$ cat src/rtl/fpga_cfg_pkg.sv
// Shared types and constants for the tile configuration loader.
// Chain indices select the bit/enable/token lanes in the top-level output registers.
package fpga_cfg_pkg;

   typedef enum logic [2:0] {
      IDLE,
      LD_CLB,
      LD_CB,
      LD_SB,
      LD_SB2,
      CHK,
      DONE,
      ERR
   } state_e;

   localparam int unsigned CHAIN_CLB  = 0;
   localparam int unsigned CHAIN_CB   = 1;
   localparam int unsigned CHAIN_SB   = 2;
   localparam int unsigned CHAIN_SB2  = 3;
   localparam int unsigned NUM_CHAINS = 4;

   // Bit-counter width: enough to hold the longest chain length itself.
   function automatic int unsigned cnt_width(input int unsigned a, input int unsigned b,
                                             input int unsigned c, input int unsigned d);
      int unsigned m;
      m = a;
      if (b > m) m = b;
      if (c > m) m = c;
      if (d > m) m = d;
      return $clog2(m) + 1;
   endfunction

endpackage

$ cat src/rtl/fpga_cfg_loader_if.sv
// Byte stream carrying config data into the loader (valid/ready handshake).
interface fpga_cfg_loader_if;
   logic [7:0] s_data;
   logic       s_valid;
   logic       s_ready;

   modport master (output s_data, output s_valid, input s_ready);
   modport slave  (input s_data, input s_valid, output s_ready);
endinterface

$ cat src/rtl/cfg_bit_serializer.sv
// 8-bit parallel-in serial-out shifter, MSB first; emits one bit per clock while loaded.
module cfg_bit_serializer (
   input  logic       clk,
   input  logic       reset,
   input  logic       load,
   input  logic [7:0] data,
   output logic       bit_out,
   output logic       bit_valid,
   output logic       empty,
   output logic       last
);

   logic [7:0] sh_q, sh_d;
   logic [3:0] cnt_q, cnt_d;

   // A load on the final shift cycle replaces the byte with no bubble.
   always_comb begin
      sh_d  = sh_q;
      cnt_d = cnt_q;
      if (load) begin
         sh_d  = data;
         cnt_d = 4'd8;
      end else if (cnt_q != 4'd0) begin
         sh_d  = {sh_q[6:0], 1'b0};
         cnt_d = cnt_q - 4'd1;
      end
   end

   always_ff @(posedge clk) begin
      if (!reset) begin
         sh_q  <= '0;
         cnt_q <= '0;
      end else begin
         sh_q  <= sh_d;
         cnt_q <= cnt_d;
      end
   end

   assign bit_out   = sh_q[7];
   assign bit_valid = (cnt_q != 4'd0);
   assign empty     = (cnt_q == 4'd0);
   assign last      = (cnt_q == 4'd1);

endmodule

$ cat src/rtl/fpga_cfg_loader.sv
// Bitstream loader: serialises config bytes into the CLB, CB, SB row-0 and SB row-1 chains,
// verifies a trailing XOR checksum and releases prgm_b on success.
module fpga_cfg_loader
   import fpga_cfg_pkg::*;
#(
   parameter int unsigned CLB_BITS = 16,
   parameter int unsigned CB_BITS  = 32,
   parameter int unsigned SB_BITS  = 32,
   parameter int unsigned SB2_BITS = 32
) (
   input  logic             clk,
   input  logic             reset,
   input  logic             start,
   fpga_cfg_loader_if.slave cfg,
   output logic             busy,
   output logic             done,
   output logic             err,
   output logic             prgm_b,
   output logic             bit_in_CLB,
   output logic             bit_in_CB,
   output logic             bit_in_SB,
   output logic             bit_in_SB_2,
   output logic             CLB_prgm_b,
   output logic             cb_prgm_b,
   output logic             sb_prgm_b,
   output logic             sb_prgm_b_2,
   output logic             CLB_prgm_b_in,
   output logic             cb_prgm_b_in,
   output logic             sb_prgm_b_in
);

   localparam int unsigned CW = cnt_width(CLB_BITS, CB_BITS, SB_BITS, SB2_BITS);

   function automatic logic [CW-1:0] chain_bits(input state_e st);
      case (st)
         LD_CLB:  return CW'(CLB_BITS);
         LD_CB:   return CW'(CB_BITS);
         LD_SB:   return CW'(SB_BITS);
         LD_SB2:  return CW'(SB2_BITS);
         default: return '0;
      endcase
   endfunction

   state_e                 state_q, state_d;
   logic [CW-1:0]          cnt_q, cnt_d;
   logic [7:0]             csum_q, csum_d;
   logic [7:0]             chk_q, chk_d;
   logic                   chk_vld_q, chk_vld_d;
   logic                   busy_q, busy_d;
   logic                   done_q, done_d;
   logic                   err_q, err_d;
   logic                   prgm_b_q, prgm_b_d;
   logic [NUM_CHAINS-1:0]  bit_q, bit_d;
   logic [NUM_CHAINS-1:0]  en_n_q, en_n_d;
   logic [2:0]             tok_n_q, tok_n_d;

   logic in_ld, emit, chain_last, first_bit;
   logic s_ready, hs, is_chk_byte, ser_load;
   logic ser_bit, ser_valid, ser_empty, ser_last;
   logic [7:0] chk_val;

   cfg_bit_serializer u_ser (
      .clk       (clk),
      .reset     (reset),
      .load      (ser_load),
      .data      (cfg.s_data),
      .bit_out   (ser_bit),
      .bit_valid (ser_valid),
      .empty     (ser_empty),
      .last      (ser_last)
   );

   // A byte accepted on the final SB row-1 bit is the checksum; it is parked
   // in chk_q so CHK can compare it without a second handshake.
   always_comb begin
      in_ld       = (state_q == LD_CLB) || (state_q == LD_CB) ||
                    (state_q == LD_SB)  || (state_q == LD_SB2);
      emit        = in_ld && ser_valid;
      chain_last  = emit && (cnt_q == CW'(1));
      first_bit   = (cnt_q == chain_bits(state_q));
      s_ready     = (in_ld && (ser_empty || ser_last)) || ((state_q == CHK) && !chk_vld_q);
      hs          = cfg.s_valid && s_ready;
      is_chk_byte = hs && ((state_q == CHK) || ((state_q == LD_SB2) && chain_last));
      ser_load    = hs && !is_chk_byte;
      chk_val     = chk_vld_q ? chk_q : cfg.s_data;
   end

   always_comb begin
      state_d   = state_q;
      cnt_d     = cnt_q;
      csum_d    = csum_q;
      chk_d     = chk_q;
      chk_vld_d = chk_vld_q;
      busy_d    = busy_q;
      done_d    = done_q;
      err_d     = err_q;
      prgm_b_d  = prgm_b_q;
      bit_d     = bit_q;
      en_n_d    = '1;
      tok_n_d   = '1;

      if (ser_load) csum_d = csum_q ^ cfg.s_data;

      if (emit) begin
         cnt_d = cnt_q - CW'(1);
         case (state_q)
            LD_CLB: begin
               bit_d[CHAIN_CLB]   = ser_bit;
               en_n_d[CHAIN_CLB]  = 1'b0;
               tok_n_d[CHAIN_CLB] = ~first_bit;
            end
            LD_CB: begin
               bit_d[CHAIN_CB]   = ser_bit;
               en_n_d[CHAIN_CB]  = 1'b0;
               tok_n_d[CHAIN_CB] = ~first_bit;
            end
            LD_SB: begin
               bit_d[CHAIN_SB]   = ser_bit;
               en_n_d[CHAIN_SB]  = 1'b0;
               tok_n_d[CHAIN_SB] = ~first_bit;
            end
            default: begin
               bit_d[CHAIN_SB2]  = ser_bit;
               en_n_d[CHAIN_SB2] = 1'b0;
            end
         endcase
      end

      case (state_q)
         IDLE, DONE, ERR: begin
            if (start) begin
               state_d   = LD_CLB;
               cnt_d     = chain_bits(LD_CLB);
               csum_d    = '0;
               chk_vld_d = 1'b0;
               busy_d    = 1'b1;
               done_d    = 1'b0;
               err_d     = 1'b0;
               prgm_b_d  = 1'b0;
            end
         end
         LD_CLB: if (chain_last) begin
            state_d = LD_CB;
            cnt_d   = chain_bits(LD_CB);
         end
         LD_CB: if (chain_last) begin
            state_d = LD_SB;
            cnt_d   = chain_bits(LD_SB);
         end
         LD_SB: if (chain_last) begin
            state_d = LD_SB2;
            cnt_d   = chain_bits(LD_SB2);
         end
         LD_SB2: if (chain_last) begin
            state_d = CHK;
            cnt_d   = '0;
            if (is_chk_byte) begin
               chk_d     = cfg.s_data;
               chk_vld_d = 1'b1;
            end
         end
         CHK: begin
            if (chk_vld_q || hs) begin
               chk_vld_d = 1'b0;
               busy_d    = 1'b0;
               if (chk_val == csum_q) begin
                  state_d  = DONE;
                  done_d   = 1'b1;
                  prgm_b_d = 1'b1;
               end else begin
                  state_d = ERR;
                  err_d   = 1'b1;
               end
            end
         end
         default: state_d = IDLE;
      endcase
   end

   always_ff @(posedge clk) begin
      if (!reset) begin
         state_q   <= IDLE;
         cnt_q     <= '0;
         csum_q    <= '0;
         chk_q     <= '0;
         chk_vld_q <= 1'b0;
         busy_q    <= 1'b0;
         done_q    <= 1'b0;
         err_q     <= 1'b0;
         prgm_b_q  <= 1'b1;
         bit_q     <= '0;
         en_n_q    <= '1;
         tok_n_q   <= '1;
      end else begin
         state_q   <= state_d;
         cnt_q     <= cnt_d;
         csum_q    <= csum_d;
         chk_q     <= chk_d;
         chk_vld_q <= chk_vld_d;
         busy_q    <= busy_d;
         done_q    <= done_d;
         err_q     <= err_d;
         prgm_b_q  <= prgm_b_d;
         bit_q     <= bit_d;
         en_n_q    <= en_n_d;
         tok_n_q   <= tok_n_d;
      end
   end

   assign cfg.s_ready    = s_ready;
   assign busy           = busy_q;
   assign done           = done_q;
   assign err            = err_q;
   assign prgm_b         = prgm_b_q;
   assign bit_in_CLB     = bit_q[CHAIN_CLB];
   assign bit_in_CB      = bit_q[CHAIN_CB];
   assign bit_in_SB      = bit_q[CHAIN_SB];
   assign bit_in_SB_2    = bit_q[CHAIN_SB2];
   assign CLB_prgm_b     = en_n_q[CHAIN_CLB];
   assign cb_prgm_b      = en_n_q[CHAIN_CB];
   assign sb_prgm_b      = en_n_q[CHAIN_SB];
   assign sb_prgm_b_2    = en_n_q[CHAIN_SB2];
   assign CLB_prgm_b_in  = tok_n_q[CHAIN_CLB];
   assign cb_prgm_b_in   = tok_n_q[CHAIN_CB];
   assign sb_prgm_b_in   = tok_n_q[CHAIN_SB];

endmodule

$ cat src/flat_wrapper.sv
// flat-port wrapper written by rule: the top's interface ports become plain ports
module fpga_cfg_loader_flat import fpga_cfg_pkg::*;
#(
   parameter int unsigned CLB_BITS = 16,
   parameter int unsigned CB_BITS  = 32,
   parameter int unsigned SB_BITS  = 32,
   parameter int unsigned SB2_BITS = 32
)
  (clk, reset, start, busy, done, err, prgm_b, bit_in_CLB, bit_in_CB, bit_in_SB, bit_in_SB_2, CLB_prgm_b, cb_prgm_b, sb_prgm_b, sb_prgm_b_2, CLB_prgm_b_in, cb_prgm_b_in, sb_prgm_b_in, cfg_s_data, cfg_s_valid, cfg_s_ready);
  fpga_cfg_loader_if cfg_i ();
  input  logic clk;
  input  logic reset;
  input  logic start;
  output logic busy;
  output logic done;
  output logic err;
  output logic prgm_b;
  output logic bit_in_CLB;
  output logic bit_in_CB;
  output logic bit_in_SB;
  output logic bit_in_SB_2;
  output logic CLB_prgm_b;
  output logic cb_prgm_b;
  output logic sb_prgm_b;
  output logic sb_prgm_b_2;
  output logic CLB_prgm_b_in;
  output logic cb_prgm_b_in;
  output logic sb_prgm_b_in;
  input wire logic [$bits(cfg_i.s_data)-1:0] cfg_s_data;
  input wire logic [$bits(cfg_i.s_valid)-1:0] cfg_s_valid;
  output wire logic [$bits(cfg_i.s_ready)-1:0] cfg_s_ready;
  assign cfg_i.s_data = cfg_s_data;
  assign cfg_i.s_valid = cfg_s_valid;
  assign cfg_s_ready = cfg_i.s_ready;
  fpga_cfg_loader #(.CLB_BITS(CLB_BITS), .CB_BITS(CB_BITS), .SB_BITS(SB_BITS), .SB2_BITS(SB2_BITS)) u_core (.clk(clk), .reset(reset), .start(start), .cfg(cfg_i), .busy(busy), .done(done), .err(err), .prgm_b(prgm_b), .bit_in_CLB(bit_in_CLB), .bit_in_CB(bit_in_CB), .bit_in_SB(bit_in_SB), .bit_in_SB_2(bit_in_SB_2), .CLB_prgm_b(CLB_prgm_b), .cb_prgm_b(cb_prgm_b), .sb_prgm_b(sb_prgm_b), .sb_prgm_b_2(sb_prgm_b_2), .CLB_prgm_b_in(CLB_prgm_b_in), .cb_prgm_b_in(cb_prgm_b_in), .sb_prgm_b_in(sb_prgm_b_in));
endmodule
$ cat config.mk
export PLATFORM = sky130hd
export DESIGN_NAME = fpga_cfg_loader_flat
export DESIGN_NICKNAME = d
export VERILOG_FILES = /design/src/rtl/fpga_cfg_pkg.sv /design/src/rtl/fpga_cfg_loader_if.sv /design/src/rtl/cfg_bit_serializer.sv /design/src/rtl/fpga_cfg_loader.sv /design/src/flat_wrapper.sv
export SDC_FILE = /design/constraint.sdc
export NUM_CORES = 1
export LEC_CHECK = 0
export ABC_AREA = 1
export CAP_MARGIN = 20
export CELL_PAD_IN_SITES_DETAIL_PLACEMENT = 0
export CELL_PAD_IN_SITES_GLOBAL_PLACEMENT = 1
export CORE_AREA = 2 2 91 93
export DETAILED_ROUTE_END_ITERATION = 8
export DIE_AREA = 0 0 93 95
export PLACE_DENSITY = 0.73
export SLEW_MARGIN = 10
export SYNTH_ARGS = -nofsm -noshare
export SYNTH_HDL_FRONTEND = slang
export SYNTH_SLANG_ARGS = --single-unit
$ cat constraint.sdc
create_clock -name clk -period 3.85 [get_ports clk]
set_input_delay 0.9625 -clock clk [delete_from_list [all_inputs] [get_ports clk]]
set_output_delay 0.9625 -clock clk [all_outputs]
set_load 0.03 [all_outputs]
==> results of run 1 <==
-- stage by stage --
step / setup slack (ns) / instance area (µm²)
CTS: 0.760 / 3130
global placement: 1.13 / 3030
global route: 0.685 / 3130
floorplan: 1.78 / 2660
finish: 0.770 / 3130
detailed placement: 1.10 / 3030
-- layout by cell type, fill, tap and decap left out, drive strengths merged, types with 3 or more instances in the layout --
| cell type | Yosys | routed |
|---|---|---|
| nand4 | 3 | 3 |
| nor2 | 45 | 45 |
| a211oi | 9 | 9 |
| clkdlybuf4s50 | 0 | 27 |
| nand2 | 105 | 105 |
| xor2 | 10 | 10 |
| dfxtp | 53 | 53 |
| o21ai | 29 | 29 |
| clkbuf | 3 | 6 |
| nand3 | 13 | 13 |
| nor3 | 5 | 5 |
| inv | 51 | 51 |
| ha | 5 | 5 |
| xnor2 | 4 | 4 |
| a21oi | 28 | 28 |
-- state kept, by name, summed over array words and instances (netlist names), 3 cells and up --
signal and cells:
u_core.tok_n_q 3, u_core.u_ser.sh_q 8, u_core.cnt_q 6, u_core.bit_q 4, u_core.chk_q 8, u_core.u_ser.cnt_q 4, u_core.csum_q 8, u_core.en_n_q 4
u_core.state_q 3
-- cell families (layout without fill, tap and decap cells) --
family	count (synthesis)	in the layout
AO/OA/AOI/OAI	68	68
buffers and inverters	59	88
flip-flops	53	53
adder cells (fa/ha/maj)	5	5
AND/OR/NAND/NOR	173	173
XOR/XNOR	14	14
-- power by group through the flow --
stage / combinational, mW / clock, mW / sequential (mW)
6_report: 1.25 / 0.336 / 0.795
5_1_grt: 1.41 / 0.369 / 0.816
4_1_cts: 1.26 / 0.346 / 0.795
3_5_place_dp: 1.25 / 0 / 0.807
3_3_place_gp: 1.25 / 0 / 0.805
2_1_floorplan: 0.933 / 0 / 0.832
-- tightest hold or removal path, cell delays in order (launching register included) --
cell and delay (ns):
dfxtp_1 0.32, nand2_1 0.06, a21oi_1 0.05
-- final cells by class --
cell class                 instances  area [µm²]
tap                              105         131
multi-input combinational        260        1360
inverter                          51         191
clock inverter                     2        13.8
timing repair buffer              29         285
clock buffer                       6        82.6
fill                             860        4800
sequential                        53        1060
-- final timing paths --
check / startpoint / slack [ns] / endpoint / cells after the start
max: u_core.u_ser.cnt_q[0]$_SDFFE_PP0P_ / 0.77 / cfg_s_ready / 8
min: u_core.busy$_SDFFE_PN0P_ / 0.46 / u_core.busy$_SDFFE_PN0P_ / 2
max reg2reg: u_core.u_ser.cnt_q[0]$_SDFFE_PP0P_ / 1.65 / u_core.u_ser.cnt_q[0]$_SDFFE_PP0P_ / 10
min reg2reg: u_core.busy$_SDFFE_PN0P_ / 0.46 / u_core.busy$_SDFFE_PN0P_ / 2
-- routing by layer --
metal / wire [µm] / global-route usage
met1: 3100 / 0.195
met4: 75 / 0.0368
met3: 164 / 0.0271
met5: 0 / 0
met2: 2830 / 0.240
==> metrics, run 1 <==
Final Core Density 0.394; CTS buffer count 5; Crit-path slowest cell clkdlybuf4s50_1; number of port buffers 27; H-tree depth 2; vias in the first global route 2040; Worst-Skew Late Latency 0.31 ns; Switching Share 0.465; Setup crit end kind output pin; Max Slew Vio Count 0; max cap viols 0; All-Layer GR Usage 0.145; total routed wirelength 6170 µm; outcome finished clean; Yosys reg bits 53; share of cells above drive strength 1 0.0998; largest family of logic cells by synthesized area simple AND/OR/NAND/NOR gates; most frequent cell after synthesis nand2_1; Longest Clk Path Bufs 2; residual DRC count 0; delay-heaviest family, CP buffers and inverters; Rows 33; initial antenna violation count 0; largest net degree at the start of global routing 23; Tcrit/Tclk final 0.800; sequential power share 0.335; Avg WL per Cell 12.2 µm; Syn-to-layout area delta 17.5%; detailed placement HPWL 4510 µm; die area 8840 µm²; CTS Sinks 53; IO Count 28; Synth top cells by count 98 x nand2_1, 53 x dfxtp_1, 45 x inv_1, 38 x nor2_1, 28 x a21oi_1; router iterations before antenna repair 4; startpoint types register; GP Congestion 0.816; hold_buf cts 0; Post-synth EDFFs 0; final setup fails 0; max incr delay on CP 0.60 ns; worst slew pin tran 0.614 ns; first-pass GRT wire length 9970 µm; synth unique cells 34; xor and xnor area share after synthesis 0.0461; DIE HEIGHT 95 µm; Fmax 0.325 GHz; Fin. Hold Viols 0; Crit path required time 2.89 ns; Tightest Hold Check Type reg -> reg; combinational group share of total power 0.524; Post-Syn Area 2660 µm²; Critical Setup Path Class reg -> out; top cells by area, synth dfxtp_1 40%, nand2_1 14%, inv_1 6.3%; DR iter-0 viols 97; largest area contributor in the netlist dfxtp_1; multiplexer share of the synthesized area 0; clock skew 0.0148 ns; Layout Nets 417; vias after detailed routing 2281; Cell Chain, Critical Path inv_1 -> ha_1 -> nand2_1 -> buf_4 -> nand2_1 -> nand2_2 -> nand2_2 -> clkdlybuf4s50_1; hold slack 0.465 ns; synthesis warning total 0; sw power 1.11 mW; Post-CTS Setup Inserts 0; setup tns final 0 ns; VDD IR max 0.341 mV; CTS tree done; share of power burned in the clock network 0.141; total grt overflow 0; Synth Net Count 389; Synth Flop Type dfxtp_1; Seq/Total Area, Yosys 0.399; Adder-Cell Fraction of Synth Area 0.0235; n_diodes 0; Syn Inst Count 372; P_int 1.27 mW; post-synthesis area per instance 7.15 µm²; Post-Synth Simple-Gate Area 0.289; Root Buffer clkbuf_8; CP Data Arrival Time 2.12 ns; LEAKAGE 1.32 nW; min cycle time layout 3.08 ns; Post-Place Cells 498; Power Density 760 nW/µm²; Worst-path clk slew 0.09 ns; ANT nets after route 0; unrepaired setup endpoints after global routing no; Via density 4.51; die width 93 µm; Crit Path Max Fanout 17; Total Power 2.38 mW; core area 7930 µm²; top cell type's share of synthesized area 0.399; Max transition margin 0.590; Async SR Flop Fraction 0; Compound-Gate Fraction of Synth Area 0.153; post-CTS sizing 0; Initial Utilization 0.336; Worst Path Buf+Inv 3; Finished Layout Cells 506
Note: power is estimated with default switching activity, not from simulation.
==> inputs of run 2 (changes only) <==
- PLACE_DENSITY: 0.73 -> 0.75
- clock period: 3.85 -> 2.8 ns (I/O delays scaled with it)
==> run 2 against run 1 <==
  * Critical path depth shrank 1
  * Clock skew decreased by 0.0046 ns
  * Total power increased by 36%
  * Clock power grew 28%
  * Critical path type unchanged
  * Critical endpoint unchanged
  * Largest cell class unchanged
==> metrics, run 2 (synthesis gave the netlist of run 1 again) <==
outcome finished clean; FF-to-FF path depth 10; Worst-path clk slew 0.10 ns; Post-Place Cells 500; number of port buffers 27; LEAKAGE 1.32 nW; Reg2Reg Setup Slack 0.62 ns; IO Count 28; H-tree depth 2; crit path launch u_core.state_q[2]$_SDFFE_PN0P_; Finished Layout Cells 508; unrepaired setup endpoints after global routing no; ANT nets after route 0; detailed placement HPWL 4520 µm; CTS tree done; residual DRC count 0; CP Data Arrival Time 1.98 ns; vias in the first global route 2192; pre-CTS setup slack 0.468 ns; total grt overflow 0; largest net degree at the start of global routing 21; clock skew 0.0102 ns; Crit-path slowest cell clkdlybuf4s50_1; Longest Clk Path Bufs 2; Fin. Hold Viols 0; Tightest Hold Check Type reg -> reg; Worst-Skew Late Latency 0.31 ns; hold_sp u_core.err$_SDFFE_PN0P_; post-CTS sizing 0; Min-Delay Path Depth 2; total routed wirelength 6040 µm; die area 8840 µm²; Rows 33; min cycle time layout 2.68 ns; worst slew pin tran 0.455 ns; commonest cells after routing, fill and taps aside 98 x nand2_1, 53 x dfxtp_1, 45 x inv_1; hold_buf cts 0; startpoint types register; CTS Sinks 53; die width 93 µm; hold slack 0.464 ns; Fmax 0.373 GHz; Crit Path Max Fanout 6; Max transition margin 0.696; Regs by FF count u_core.chk_q x8, u_core.csum_q x8, u_core.u_ser.sh_q x8; Power Density 1040 nW/µm²; core area 7930 µm²; Final Cell Area 3130 µm²; Via density 4.47; initial antenna violation count 0; vias after detailed routing 2269; Cell Chain, Critical Path inv_2 -> nor2_4 -> nand2_2 -> nand2_4 -> nand2_2 -> nand2_2 -> clkdlybuf4s50_1; max incr delay on CP 0.67 ns; Max Slew Vio Count 0; share of cells above drive strength 1 0.0993; commonest non-fill, non-tap cell in the layout nand2_1; Crit path required time 2.10 ns; dpl cell area 3050 µm²; n_diodes 0; CTS buffer count 5; Final Worst Setup Slack 0.121 ns; DR iter-0 viols 57; router iterations before antenna repair 4; first-pass GRT wire length 10200 µm; Critical Path Most Common Cell nand2_2; reg2reg end u_core.u_ser.cnt_q[1]$_SDFFE_PP0P_; Tcrit/Tclk final 0.957; GP Congestion 0.830; VDD IR max 0.533 mV; setup tns final 0 ns; Initial Utilization 0.336; reg2reg start u_core.u_ser.cnt_q[0]$_SDFFE_PP0P_; All-Layer GR Usage 0.147; max cap viols 0; Layout Nets 419; Post-CTS Setup Inserts 0; Syn-to-layout area delta 17.6%; Critical Setup Path Class reg -> out; final setup fails 0; Root Buffer clkbuf_8; Hold EP u_core.err$_SDFFE_PN0P_; Avg WL per Cell 11.9 µm; DIE HEIGHT 95 µm; Setup crit end kind output pin
-- run 2: cell types whose count changed in the layout (fill, tap and decap cells not counted), sizes merged --
cell,before,now
buf,2,4
clkinv,2,0
clkbuf,6,7
clkinvlp,0,1
-- run 2: worst max path at each step --
stage	to	slack (ns)
6_report	cfg_s_ready	0.12
5_1_grt	cfg_s_ready	0.01
4_1_cts	cfg_s_ready	0.11
3_5_place_dp	cfg_s_ready	0.47
3_3_place_gp	cfg_s_ready	0.50
2_1_floorplan	cfg_s_ready	0.99
-- run 2: where the power goes --
| part | leakage (nW) | switching, mW | internal, mW | total (mW) |
|---|---|---|---|---|
| clock | 0.0385 | 0.252 | 0.178 | 0.430 |
| combinational | 0.847 | 1.11 | 0.604 | 1.72 |
| sequential | 0.432 | 0.148 | 0.945 | 1.09 |
| total | 1.32 | 1.51 | 1.73 | 3.24 |
-- run 2: layer usage --
layer	GRT usage	vias up	routed length [µm]
li1	-	1235	-
met3	0.0303	14	212
met2	0.248	34	2750
met4	0.0539	0	143
met1	0.185	986	2940
met5	0	-	0
-- run 2: layout make-up --
cell class	instances	area, µm²
sequential	53	1060
tap	105	131
multi-input combinational	260	1360
timing repair buffer	31	300
inverter	51	191
fill	847	4800
clock buffer	7	76.3
clock inverter	1	7.51
-- run 2: worst max-delay path: cells and delay by family, from the launching register on --
family	cells	cell delay, ns
and+or+nand+nor	5	0.46
DFF	1	0.44
buffers and inverters	2	0.77
-- run 2: through the flow --
| stage | power (mW) | utilization |
|---|---|---|
| floorplan | 2.43 | - |
| detailed placement | 2.83 | 0.384 |
| CTS | 3.28 | 0.395 |
| finish | 3.24 | 0.395 |
| global route | 3.56 | 0.395 |
| global placement | 2.84 | 0.384 |
